<file path="src/rtl/issue_unit_pkg.sv">
// Shared definitions for the issue stage: class and instruction enumerations, RV32I opcodes, ROB sizing.
// Latency: none (constants only). Backpressure: n/a.
// Consumers pick these up with import issue_unit_pkg::*.
package issue_unit_pkg;

    localparam int ROBIDBW = 4;
    localparam int RSSZ    = 8;

    localparam logic True  = 1'b1;
    localparam logic False = 1'b0;

    localparam logic [2:0] ART  = 3'd0;
    localparam logic [2:0] ARTI = 3'd1;
    localparam logic [2:0] UPP  = 3'd2;
    localparam logic [2:0] JMP  = 3'd3;
    localparam logic [2:0] BRC  = 3'd4;
    localparam logic [2:0] LD   = 3'd5;
    localparam logic [2:0] ST   = 3'd6;

    localparam logic [5:0] ILLEGAL = 6'd0;
    localparam logic [5:0] LUI   = 6'd1,  AUIPC = 6'd2,  JAL   = 6'd3,  JALR  = 6'd4;
    localparam logic [5:0] BEQ   = 6'd5,  BNE   = 6'd6,  BLT   = 6'd7,  BGE   = 6'd8;
    localparam logic [5:0] BLTU  = 6'd9,  BGEU  = 6'd10;
    localparam logic [5:0] LB    = 6'd11, LH    = 6'd12, LW    = 6'd13, LBU   = 6'd14;
    localparam logic [5:0] LHU   = 6'd15;
    localparam logic [5:0] SB    = 6'd16, SH    = 6'd17, SW    = 6'd18;
    localparam logic [5:0] ADDI  = 6'd19, SLTI  = 6'd20, SLTIU = 6'd21, XORI  = 6'd22;
    localparam logic [5:0] ORI   = 6'd23, ANDI  = 6'd24, SLLI  = 6'd25, SRLI  = 6'd26;
    localparam logic [5:0] SRAI  = 6'd27;
    localparam logic [5:0] ADD   = 6'd28, SUB   = 6'd29, SLL   = 6'd30, SLT   = 6'd31;
    localparam logic [5:0] SLTU  = 6'd32, XOR   = 6'd33, SRL   = 6'd34, SRA   = 6'd35;
    localparam logic [5:0] OR    = 6'd36, AND   = 6'd37;

    localparam logic [6:0] OPC_LUI    = 7'b0110111;
    localparam logic [6:0] OPC_AUIPC  = 7'b0010111;
    localparam logic [6:0] OPC_JAL    = 7'b1101111;
    localparam logic [6:0] OPC_JALR   = 7'b1100111;
    localparam logic [6:0] OPC_BRANCH = 7'b1100011;
    localparam logic [6:0] OPC_LOAD   = 7'b0000011;
    localparam logic [6:0] OPC_STORE  = 7'b0100011;
    localparam logic [6:0] OPC_OPIMM  = 7'b0010011;
    localparam logic [6:0] OPC_OP     = 7'b0110011;

    // Loads and stores go to the load/store buffer, everything up to BRC to the station.
    function automatic logic goes_to_lsb(input logic [2:0] t);
        return t > BRC;
    endfunction

endpackage

</file>
<file path="src/rtl/issue_unit_inst_decoder.sv">
// RV32I decoder: instruction word to register fields, sign-extended immediate, code and class.
// Latency: combinational. Backpressure: n/a.
// Fields the format does not use read 0; unrecognised words produce code ILLEGAL.
module inst_decoder
    import issue_unit_pkg::*;
(
    input  logic [31:0] inst,
    output logic [4:0]  rd,
    output logic [4:0]  rs1,
    output logic [4:0]  rs2,
    output logic [31:0] imm,
    output logic [5:0]  inst_code,
    output logic [2:0]  inst_type
);

    logic [6:0]  opc;
    logic [2:0]  f3;
    logic [6:0]  f7;
    logic [31:0] imm_i, imm_s, imm_b, imm_u, imm_j;

    assign opc   = inst[6:0];
    assign f3    = inst[14:12];
    assign f7    = inst[31:25];
    assign imm_i = {{20{inst[31]}}, inst[31:20]};
    assign imm_s = {{20{inst[31]}}, inst[31:25], inst[11:7]};
    assign imm_b = {{20{inst[31]}}, inst[7], inst[30:25], inst[11:8], 1'b0};
    assign imm_u = {inst[31:12], 12'b0};
    assign imm_j = {{12{inst[31]}}, inst[19:12], inst[20], inst[30:21], 1'b0};

    always_comb begin
        rd        = '0;
        rs1       = '0;
        rs2       = '0;
        imm       = '0;
        inst_code = ILLEGAL;
        inst_type = ART;
        case (opc)
            OPC_LUI, OPC_AUIPC: begin
                inst_code = (opc == OPC_LUI) ? LUI : AUIPC;
                inst_type = UPP;
                rd        = inst[11:7];
                imm       = imm_u;
            end
            OPC_JAL: begin
                inst_code = JAL;
                inst_type = JMP;
                rd        = inst[11:7];
                imm       = imm_j;
            end
            OPC_JALR: begin
                if (f3 == 3'b000) begin
                    inst_code = JALR;
                    inst_type = JMP;
                    rd        = inst[11:7];
                    rs1       = inst[19:15];
                    imm       = imm_i;
                end
            end
            OPC_BRANCH: begin
                inst_type = BRC;
                rs1       = inst[19:15];
                rs2       = inst[24:20];
                imm       = imm_b;
                case (f3)
                    3'b000:  inst_code = BEQ;
                    3'b001:  inst_code = BNE;
                    3'b100:  inst_code = BLT;
                    3'b101:  inst_code = BGE;
                    3'b110:  inst_code = BLTU;
                    3'b111:  inst_code = BGEU;
                    default: inst_code = ILLEGAL;
                endcase
            end
            OPC_LOAD: begin
                inst_type = LD;
                rd        = inst[11:7];
                rs1       = inst[19:15];
                imm       = imm_i;
                case (f3)
                    3'b000:  inst_code = LB;
                    3'b001:  inst_code = LH;
                    3'b010:  inst_code = LW;
                    3'b100:  inst_code = LBU;
                    3'b101:  inst_code = LHU;
                    default: inst_code = ILLEGAL;
                endcase
            end
            OPC_STORE: begin
                inst_type = ST;
                rs1       = inst[19:15];
                rs2       = inst[24:20];
                imm       = imm_s;
                case (f3)
                    3'b000:  inst_code = SB;
                    3'b001:  inst_code = SH;
                    3'b010:  inst_code = SW;
                    default: inst_code = ILLEGAL;
                endcase
            end
            OPC_OPIMM: begin
                inst_type = ARTI;
                rd        = inst[11:7];
                rs1       = inst[19:15];
                imm       = imm_i;
                case (f3)
                    3'b000: inst_code = ADDI;
                    3'b010: inst_code = SLTI;
                    3'b011: inst_code = SLTIU;
                    3'b100: inst_code = XORI;
                    3'b110: inst_code = ORI;
                    3'b111: inst_code = ANDI;
                    // Shifts carry only the shift amount; funct7 selects the variant.
                    3'b001: begin
                        imm       = {27'b0, inst[24:20]};
                        inst_code = (f7 == 7'b0000000) ? SLLI : ILLEGAL;
                    end
                    default: begin
                        imm = {27'b0, inst[24:20]};
                        if (f7 == 7'b0000000)      inst_code = SRLI;
                        else if (f7 == 7'b0100000) inst_code = SRAI;
                        else                       inst_code = ILLEGAL;
                    end
                endcase
            end
            OPC_OP: begin
                inst_type = ART;
                rd        = inst[11:7];
                rs1       = inst[19:15];
                rs2       = inst[24:20];
                case ({f7, f3})
                    {7'b0000000, 3'b000}: inst_code = ADD;
                    {7'b0100000, 3'b000}: inst_code = SUB;
                    {7'b0000000, 3'b001}: inst_code = SLL;
                    {7'b0000000, 3'b010}: inst_code = SLT;
                    {7'b0000000, 3'b011}: inst_code = SLTU;
                    {7'b0000000, 3'b100}: inst_code = XOR;
                    {7'b0000000, 3'b101}: inst_code = SRL;
                    {7'b0100000, 3'b101}: inst_code = SRA;
                    {7'b0000000, 3'b110}: inst_code = OR;
                    {7'b0000000, 3'b111}: inst_code = AND;
                    default:              inst_code = ILLEGAL;
                endcase
            end
            default: ;
        endcase
    end

endmodule

</file>
<file path="src/rtl/issue_unit.sv">
// In-order issue stage: instruction queue, head decode, one registered issue per cycle to RS or LSB.
// Latency: 2 edges fetch-to-issue; 1 edge into an empty queue when ISSUE_BYPASS_EN is defined.
// Backpressure: fetch_ready drops when the queue is full; rob_full/rs_full/lsb_full stall the head.
module issue_unit
    import issue_unit_pkg::*;
#(
    parameter int IQ_DEPTH = 8
) (
    input  logic               clk_in,
    input  logic               rst_in,
    input  logic               rdy_in,
    input  logic               fetch_valid,
    input  logic [31:0]        fetch_inst,
    input  logic [31:0]        fetch_pc,
    output logic               fetch_ready,
    input  logic               flush,
    input  logic               rob_full,
    input  logic [ROBIDBW-1:0] rob_id_next,
    input  logic               rs_full,
    input  logic               lsb_full,
    output logic               inst_ID_flag,
    output logic [4:0]         rd,
    output logic [4:0]         rs1,
    output logic [4:0]         rs2,
    output logic [31:0]        imm,
    output logic [5:0]         inst_code,
    output logic [2:0]         inst_type,
    output logic [31:0]        now_pc,
    output logic [ROBIDBW-1:0] issue_rob_id
);

    localparam int PTRW = (IQ_DEPTH > 1) ? $clog2(IQ_DEPTH) : 1;
    localparam int CNTW = PTRW + 1;
    localparam logic [CNTW-1:0] FULL_CNT = CNTW'(IQ_DEPTH);

    logic [31:0]        inst_mem_q [IQ_DEPTH];
    logic [31:0]        inst_mem_d [IQ_DEPTH];
    logic [31:0]        pc_mem_q   [IQ_DEPTH];
    logic [31:0]        pc_mem_d   [IQ_DEPTH];
    logic [PTRW-1:0]    head_q, head_d, tail_q, tail_d;
    logic [CNTW-1:0]    count_q, count_d;

    logic               flag_q, flag_d;
    logic [4:0]         rd_q, rd_d, rs1_q, rs1_d, rs2_q, rs2_d;
    logic [31:0]        imm_q, imm_d, pc_q, pc_d;
    logic [5:0]         code_q, code_d;
    logic [2:0]         type_q, type_d;
    logic [ROBIDBW-1:0] rob_q, rob_d;

    logic [31:0] head_inst;
    logic [4:0]  h_rd, h_rs1, h_rs2;
    logic [31:0] h_imm;
    logic [5:0]  h_code;
    logic [2:0]  h_type;

    logic head_vld, head_blk, push, issue, drop, pop, enq, byp, byp_issue;

    assign head_inst = inst_mem_q[head_q];

    inst_decoder u_head_dec (
        .inst      (head_inst),
        .rd        (h_rd),
        .rs1       (h_rs1),
        .rs2       (h_rs2),
        .imm       (h_imm),
        .inst_code (h_code),
        .inst_type (h_type)
    );

`ifdef ISSUE_BYPASS_EN
    logic [4:0]  f_rd, f_rs1, f_rs2;
    logic [31:0] f_imm;
    logic [5:0]  f_code;
    logic [2:0]  f_type;

    inst_decoder u_fetch_dec (
        .inst      (fetch_inst),
        .rd        (f_rd),
        .rs1       (f_rs1),
        .rs2       (f_rs2),
        .imm       (f_imm),
        .inst_code (f_code),
        .inst_type (f_type)
    );

    // An empty queue lets an unblocked word skip storage; an illegal one is simply not kept.
    assign byp       = push && (count_q == '0) && !rob_full
                       && !(goes_to_lsb(f_type) ? lsb_full : rs_full);
    assign byp_issue = byp && (f_code != ILLEGAL);
`else
    assign byp       = 1'b0;
    assign byp_issue = 1'b0;
`endif

    // Uses the registered count so a same-cycle pop never opens a slot.
    assign fetch_ready = (count_q != FULL_CNT) && !rst_in;

    always_comb begin
        head_vld = (count_q != '0);
        head_blk = rob_full || (goes_to_lsb(h_type) ? lsb_full : rs_full);
        push     = fetch_valid && fetch_ready && rdy_in && !flush;
        issue    = head_vld && (h_code != ILLEGAL) && !head_blk && rdy_in && !flush;
        drop     = head_vld && (h_code == ILLEGAL) && rdy_in && !flush;
        pop      = issue || drop;
        enq      = push && !byp;
    end

    always_comb begin
        inst_mem_d = inst_mem_q;
        pc_mem_d   = pc_mem_q;
        head_d     = head_q;
        tail_d     = tail_q;
        count_d    = count_q;
        if (enq) begin
            inst_mem_d[tail_q] = fetch_inst;
            pc_mem_d[tail_q]   = fetch_pc;
            tail_d             = tail_q + PTRW'(1);
        end
        if (pop) begin
            head_d = head_q + PTRW'(1);
        end
        case ({enq, pop})
            2'b10:   count_d = count_q + CNTW'(1);
            2'b01:   count_d = count_q - CNTW'(1);
            default: count_d = count_q;
        endcase
        // A misprediction is never deferred, even while rdy_in is low.
        if (flush) begin
            head_d  = '0;
            tail_d  = '0;
            count_d = '0;
        end
    end

    always_comb begin
        flag_d = False;
        rd_d   = rd_q;
        rs1_d  = rs1_q;
        rs2_d  = rs2_q;
        imm_d  = imm_q;
        code_d = code_q;
        type_d = type_q;
        pc_d   = pc_q;
        rob_d  = rob_q;
        if (issue) begin
            flag_d = True;
            rd_d   = h_rd;
            rs1_d  = h_rs1;
            rs2_d  = h_rs2;
            imm_d  = h_imm;
            code_d = h_code;
            type_d = h_type;
            pc_d   = pc_mem_q[head_q];
            rob_d  = rob_id_next;
        end
`ifdef ISSUE_BYPASS_EN
        else if (byp_issue) begin
            flag_d = True;
            rd_d   = f_rd;
            rs1_d  = f_rs1;
            rs2_d  = f_rs2;
            imm_d  = f_imm;
            code_d = f_code;
            type_d = f_type;
            pc_d   = fetch_pc;
            rob_d  = rob_id_next;
        end
`endif
    end

    always_ff @(posedge clk_in) begin
        if (rst_in) begin
            head_q  <= '0;
            tail_q  <= '0;
            count_q <= '0;
            flag_q  <= 1'b0;
            rd_q    <= '0;
            rs1_q   <= '0;
            rs2_q   <= '0;
            imm_q   <= '0;
            code_q  <= '0;
            type_q  <= '0;
            pc_q    <= '0;
            rob_q   <= '0;
        end else begin
            head_q  <= head_d;
            tail_q  <= tail_d;
            count_q <= count_d;
            flag_q  <= flag_d;
            rd_q    <= rd_d;
            rs1_q   <= rs1_d;
            rs2_q   <= rs2_d;
            imm_q   <= imm_d;
            code_q  <= code_d;
            type_q  <= type_d;
            pc_q    <= pc_d;
            rob_q   <= rob_d;
        end
    end

    // Storage is only meaningful between head and tail, so it needs no reset.
    always_ff @(posedge clk_in) begin
        inst_mem_q <= inst_mem_d;
        pc_mem_q   <= pc_mem_d;
    end

    assign inst_ID_flag = flag_q;
    assign rd           = rd_q;
    assign rs1          = rs1_q;
    assign rs2          = rs2_q;
    assign imm          = imm_q;
    assign inst_code    = code_q;
    assign inst_type    = type_q;
    assign now_pc       = pc_q;
    assign issue_rob_id = rob_q;

endmodule

</file>
<file path="config.mk">
export PLATFORM = sky130hd
export DESIGN_NAME = issue_unit
export DESIGN_NICKNAME = d
export VERILOG_FILES = /design/src/rtl/issue_unit_pkg.sv /design/src/rtl/issue_unit_inst_decoder.sv /design/src/rtl/issue_unit.sv
export SDC_FILE = /design/constraint.sdc
export NUM_CORES = 1
export LEC_CHECK = 0
export BUFFER_PORTS_ARGS = -buffer_cell sky130_fd_sc_hd__clkbuf_2
export CELL_PAD_IN_SITES_DETAIL_PLACEMENT = 1
export CELL_PAD_IN_SITES_GLOBAL_PLACEMENT = 1
export CORE_MARGIN = 10
export CORE_UTILIZATION = 50
export DETAILED_ROUTE_END_ITERATION = 6
export PLACE_DENSITY_LB_ADDON = 0.05
export SLEW_MARGIN = 20
export SYNTH_ARGS = -nofsm -noshare
export SYNTH_HDL_FRONTEND = slang
export SYNTH_SLANG_ARGS = --single-unit
export TNS_END_PERCENT = 50
</file>
<file path="constraint.sdc">
create_clock -name clk_in -period 16.4 [get_ports clk_in]
set_clock_uncertainty 0.05 [all_clocks]
set_input_delay 2.46 -clock clk_in [delete_from_list [all_inputs] [get_ports clk_in]]
set_output_delay 2.46 -clock clk_in [all_outputs]
set_load 0.05 [all_outputs]
</file>
# Yosys cells after proc, flatten, opt, wreduce, memory -nomap -nowiden
# Index checks and enable logic that the tools add are counted.
# W data, S select, Z words.
[op_classes] shift=0 mux=34 bitwise_logic=2 n_eq_ne=29 n_div=0 mul=0 magnitude_cmp=4 n_addsub=4 reduce_logical=30
[op_table] op="$bwmux W256" count=2
[op_table] op="$mux W32" count=7
[op_table] op="$pmux W32 S7" count=1
[op_table] op="$bmux W32 S3" count=2
[op_table] op="$demux W32 S3" count=1
[op_table] op="$pmux W6 S10" count=1
[op_table] op="$pmux W6 S8" count=1
[op_table] op="$pmux W6 S7" count=1
[op_table] op="$eq A10 B3 Y1 const B" count=4
[op_table] op="$eq A7 B6 Y1 const B" count=4
[op_table] op="$mux W5" count=5
[op_table] op="$pmux W4 S6" count=1
[op_table] op="$eq A7 B7 Y1 const B" count=3
[op_table] op="$pmux W3 S7" count=1
[op_table] op="$eq A10 B2 Y1 const B" count=2
[op_table] op="$eq A10 B9 Y1 const B" count=2
[op_table] op="$pmux W4 S5" count=1
[op_table] op="$pmux W5 S2" count=2
[op_table] op="$pmux W5 S3" count=1
[op_table] op="$eq A7 B5 Y1 const B" count=2
[op_table] op="$eq A3 B3 Y1 const B" count=4
[op_table] op="$logic_and A1 B1 Y1" count=12
[op_table] op="$reduce_or A6 Y1" count=2
[op_table] op="$eq A10 B1 Y1 const B" count=1
[op_table] op="other kinds (30)" count=40
[word_totals] rom_bits=0 word_cells=131 ff_bits=615 ram_bits=0 mem_count=0 latchBits=0 out_inout_bits=94

# Longest topological paths before layout
[logic_depth] word_depth=17 ltp_mapped=20 mapped_depth_nobuf=16

# Modules after synthesis
# Synthesis repeated with hierarchy kept, for this count alone.
[hier_totals] cells_unflattened=1433 area_unflattened_um2=24715.0
[by_module_without_submodules] mod="issue_unit" seq_area_each_um2=17436.7 area_each_um2=23546.3 instances=1 cells_each=1235
[by_module_without_submodules] mod="inst_decoder" seq_area_each_um2=0.0 area_each_um2=1168.6 instances=1 cells_each=198

# Least setup slack after synthesis
# No wires, ideal clock.
[synth_path] path_kind="input port to flip-flop" start="input port rst_in" end="register inst_mem_q[160] (netlist bit), enable pin" required_ns=15.772 n_path_buf=2 arrival_time_ns=8.701 path_slack_ns=7.071 setup_ns=0.578 path_stages=6 path_cell_list="clkbuf_1 > a21oi_1 > and3_1 > clkbuf_1 > nand2b_1 > nor3b_1"
[synth_between] elab_chain_len=5
[synth_rtl] element="start, declared" line_no="issue_unit.sv:10" text="input logic rst_in,"
[synth_rtl] element="$logic_not A1 Y1" line_no="issue_unit.sv:96" text="assign fetch_ready = (count_q != FULL_CNT) && !rst_in;"
[synth_rtl] element="$logic_and A1 B1 Y1" line_no="issue_unit.sv:96"
[synth_rtl] element="net fetch_ready" line_no="issue_unit.sv:15" text="output logic fetch_ready,"
[synth_rtl] element="$logic_and A1 B1 Y1 (3 in series)" line_no="issue_unit.sv:101" text="push = fetch_valid && fetch_ready && rdy_in && !flush;"
[synth_rtl] element="end signal, assigned" line_no="issue_unit.sv:203" text="inst_mem_q <= inst_mem_d;"
[synth_rtl] element="end, declared" line_no="issue_unit.sv:36" text="logic [31:0] inst_mem_q [IQ_DEPTH];"
# The timed path passes the listed nets, and every way through them passes these cells.
# A chain may end at the register's enable or synchronous reset.

# Worst setup path after layout
[layout_path] start="register head_q[0]" end="register count_q[3]"
[layout_between] elab_chain_len=17 word_cells_on_any_way=65 cone_classes="order compare (1); eq/ne (28); mux (18); bitwise (1); reduce/logical (17)"
[layout_rtl] element="start, declared" line_no="issue_unit.sv:40" text="logic [PTRW-1:0] head_q, head_d, tail_q, tail_d;"
[layout_rtl] element="start signal, assigned" line_no="issue_unit.sv:173" text="head_q <= '0;"
[layout_rtl] element="start signal, assigned" line_no="issue_unit.sv:186" text="head_q <= head_d;"
[layout_rtl] element="$not A3 Y4 (not written as such) *" line_no="issue_unit.sv:58" text="assign head_inst = inst_mem_q[head_q];"
[layout_rtl] element="$bmux W32 S3 *" line_no="issue_unit.sv:58"
[layout_rtl] element="$mux W32 (not written as such) * (2 in series)" line_no="issue_unit.sv:58"
[layout_rtl] element="$eq A7 B6 Y1, or another cell as far along" line_no="issue_unit_inst_decoder.sv:120" text="else if (f7 == 7'b0100000) inst_code = SRAI;"
[layout_rtl] element="$mux W5, or another cell as far along" line_no="issue_unit_inst_decoder.sv:120"
[layout_rtl] element="$mux W6 / $pmux W3 S7 (equally long branches)" line_no="issue_unit_inst_decoder.sv:119, issue_unit_inst_decoder.sv:37"
[layout_rtl] element="$pmux W6 S7 / $gt A3 B3 Y1 (equally long branches)" line_no="issue_unit_inst_decoder.sv:105, issue_unit_pkg.sv:46"
[layout_rtl] element="$pmux W6 S8 / $mux W1 (equally long branches)" line_no="issue_unit_inst_decoder.sv:37, issue_unit.sv:100"
[layout_rtl] element="$reduce_bool A6 Y1 / $logic_or A1 B1 Y1 (equally long branches)" line_no="issue_unit.sv:102, issue_unit.sv:100"
[layout_rtl] element="$logic_and A1 B1 Y1 / $logic_not A1 Y1 (equally long branches)" line_no="issue_unit.sv:102" text="issue = head_vld && (h_code != ILLEGAL) && !head_blk && rdy_in && !flush;"
[layout_rtl] element="$logic_and A1 B1 Y1 (3 in series)" line_no="issue_unit.sv:102"
[layout_rtl] element="$logic_or A1 B1 Y1 *" line_no="issue_unit.sv:104" text="pop = issue || drop;"
[layout_rtl] element="$eq A2 B1 Y1 / $eq A2 B2 Y1 (equally long branches)" line_no="issue_unit.sv:122" text="case ({enq, pop})"
[layout_rtl] element="$pmux W4 S2 / $reduce_bool A2 Y1 (equally long branches)"
[layout_rtl] element="end signal, assigned" line_no="issue_unit.sv:188" text="count_q <= count_d;"
[layout_rtl] element="end, declared" line_no="issue_unit.sv:41" text="logic [CNTW-1:0] count_q, count_d;"
# Every way passes the cells marked *; elsewhere a longest branch is shown, timed or not. The select of a mux whose other input is x is not followed.

==> impl_metrics.yaml <==
die:
  initial_core_util_pct: 50.8
  io_pins: 170
  die_h_um: 241
  die_w_um: 241
  core_area_um2: 47900
  num_rows: 80
  dieArea_um2: 58000
cts:
  clock_path_buffers: 3
  numCtsBuffers: 61
  cts_tree: "built"
  cts_sinks: 615
  htree_num_levels: 2
  post_cts_buffers: 0
  cts_hold_buffers: 0
  root_buffer: "clkbuf_16"
  clk_latency_ns: 0.61
  cts_resized: 0
  cts.clk_slew.worst_paths_ns: 0.06
power_and_ir_drop:
  p_leak_nw: 8.77
  ir_worst_vdd_uv: 83.3
  power-per-cell-area_nw_per_um2: 114
route:
  drc: 0
  vias: 13510
  drtIter0Drc: 950
  antenna_violating_nets_post_route: 0
  wire_per_inst_um: 27.0
  vias_per_cell: 6.10
  wirelength_mm: 59.8
  drt-pass1-iter-count: 5
synth:
  synthFlopType: "edfxtp_1"
  async_flop_share_pct: 0
  synth_top_cell_by_area: "edfxtp_1"
  syn_nets: 1467
  syn-cell-area_um2: 24400
  netlist_instances: 1385
  ys_ff_latch: 615
  syn_avg_cell_area_um2: 17.6
  seq_area_frac_synth_pct: 71.6
  ys_types: 72
  synth_top_area_share_pct: 63.1
  synth_area_leaders: "edfxtp_1 63%, mux4_2 12%, dfxtp_1 8.5%"
  synth_edf_count: 512
  yosys_warnings: 0
finish:
  drive_above_1_share_pct: 28.3
  layout.nets: 1626
  mostFrequentLayoutCells: "512 x edfxtp_1, 171 x clkbuf_2, 126 x mux4_2"
  seq_area_um2: 17400
  layout_commonest_cell: "edfxtp_1"
  finalInstanceArea_um2: 27800
  fillers: 4312
  syn_to_final_growth_pct: 14.2
  post-route-util_pct: 58.1
  multi_input_area_um2: 6480
worst_setup_path:
  max_stage_delay_ns: 0.89
  cp.arrival_ns: 7.08
  crit_path_top_delay_cell: "dfxtp_4"
  crit_required_ns: 16.89
  start_kind: "flop"
  critPathKind: "reg -> reg"
  path_cells: "buf_4 -> mux4_2 -> mux2_2 -> a2111oi_0 -> nand4_1 -> o22ai_1 -> a211oi_1 -> or4b_4 -> mux2i_4 -> inv_1 -> ha_1 -> ha_1 -> a21o_1 -> a21oi_1 -> xnor2_1 -> or3_1 -> a21oi_1"
  crit_fanout: 46
  worstSetupEndpointType: "flop"
run:
  cap_violations: 0
timing:
  setup_viol: 0
  final_hold_viol_count: 0
  setup_slack_ns: 9.81
  worst_pin_slew_ns: 1.11
  drv_slew: 0
  rsz0062_at_grt: "no"
  setup-tns-final_ns: 0
  relSlewSlack_pct: 23.7
  period_share_pct: 40.2
  min_period_ns: 6.59
  fmax_mhz: 152
status:
  outcome: "completed"
grt:
  grt_pass1_vias: 14618
  antenna_found_initial: 6
  grt_pass1_wl_mm: 91.0
  overflow: 0
  grt_max_degree: 81
  grt_use_total_pct: 20.8
placed_design:
  routabilityCongestion: 0.870
  dp_slack_ns: 9.75
  hpwl_mm: 35.3
  placed_cell_area_um2: 25800
  portBuffers: 169
hold_path:
  min_path_type: "reg -> reg"
==> report_power, final <==
group          total (W)  switching, W  internal [W]
Clock            0.00141      0.000580      0.000825
Combinational  0.0000596     0.0000412     0.0000183
Sequential       0.00170    0.00000158       0.00169
==> final timing paths <==
| kind | from | cells past startpoint | slack (ns) | to |
|---|---|---|---|---|
| worst min-delay path | rs2[4]$_SDFFE_PP0P_ | 2 | 0.42 | rs2[4]$_SDFFE_PP0P_ |
| worst max-delay path | head_q[0]$_SDFFE_PP0N_ | 17 | 9.81 | count_q[3]$_SDFFE_PP0P_ |
| worst max register to register | head_q[0]$_SDFFE_PP0N_ | 17 | 9.81 | count_q[3]$_SDFFE_PP0P_ |
| worst min register to register | rs2[4]$_SDFFE_PP0P_ | 2 | 0.42 | rs2[4]$_SDFFE_PP0P_ |
==> area by class of cell <==
cell class | instances | area share (%)
multi-input cells | 663 | 23.3
well taps | 615 | 2.76
clock buffers | 89 | 6.35
flip-flops and latches | 615 | 62.7
clock inverters | 26 | 0.980
inverters | 9 | 0.121
repair buffers | 194 | 3.79
diodes | 3 | 0.0270
==> cells by family after synthesis <==
family	Yosys count	synth area share, %
XOR/XNOR	7	0.282
AO/OA/AOI/OAI	276	6.98
buffers and inverters	107	2.10
multiplexers	200	15.0
AND/OR/NAND/NOR	174	3.78
adder cells (fa/ha/maj)	6	0.339
flip-flops	615	71.6
==> sequential cells by signal, indices dropped and copies added, names as in the netlist <==
signal	flops
inst_mem_q	256
pc_mem_q	256
imm	32
now_pc	32
inst_code	6
rd	5
rs1	5
rs2	5
count_q	4
issue_rob_id	4
head_q	3
inst_type	3
tail_q	3
inst_ID_flag	1
==> synth_stat cells, drive strengths merged, types with 5 or more instances <==
| library cell | count |
|---|---|
| a21oi | 109 |
| a21o | 5 |
| mux4 | 126 |
| mux2 | 9 |
| nor4 | 6 |
| nor3 | 27 |
| nor2 | 45 |
| inv | 9 |
| a211oi | 38 |
| buf | 50 |
| dfxtp | 103 |
| a31oi | 5 |
| o32ai | 5 |
| clkbuf | 48 |
| a22oi | 5 |
| or4 | 15 |
| o22ai | 8 |
| nand4b | 6 |
| nand3 | 14 |
| nand2 | 35 |
| ha | 5 |
| edfxtp | 512 |
| o211ai | 22 |
| o21ai | 54 |
| mux2i | 65 |
==> through the flow <==
step                hold WS, ns  total power, W  cells
detailed placement        0.419         0.00179   2096
floorplan                 0.421         0.00176   1385
CTS                       0.428         0.00319   2211
finish                    0.424         0.00316   2214
global route              0.441         0.00326   2213
global placement          0.410         0.00179   2095
==> metal layers <==
layer	share of wire (%)	wire [um]	track usage (%)
met1	43	25600	27.4
met2	50	30000	35.5
met3	5.2	3100	3.48
met4	1.6	949	5.20
met5	0.099	59	0
==> worst max-delay path: cells and delay by family, from the launching register on <==
kind                       cells  cell delay [ns]
AOI/OAI and AO/OA              6             1.42
xor gates and xnor gates       1             0.11
adders and majority gates      2             0.52
buffers and inverters          2             0.87
DFF                            1             0.89
muxes                          3             1.28
and+or+nand+nor                3             1.28
(Power assumes the default switching activity.)
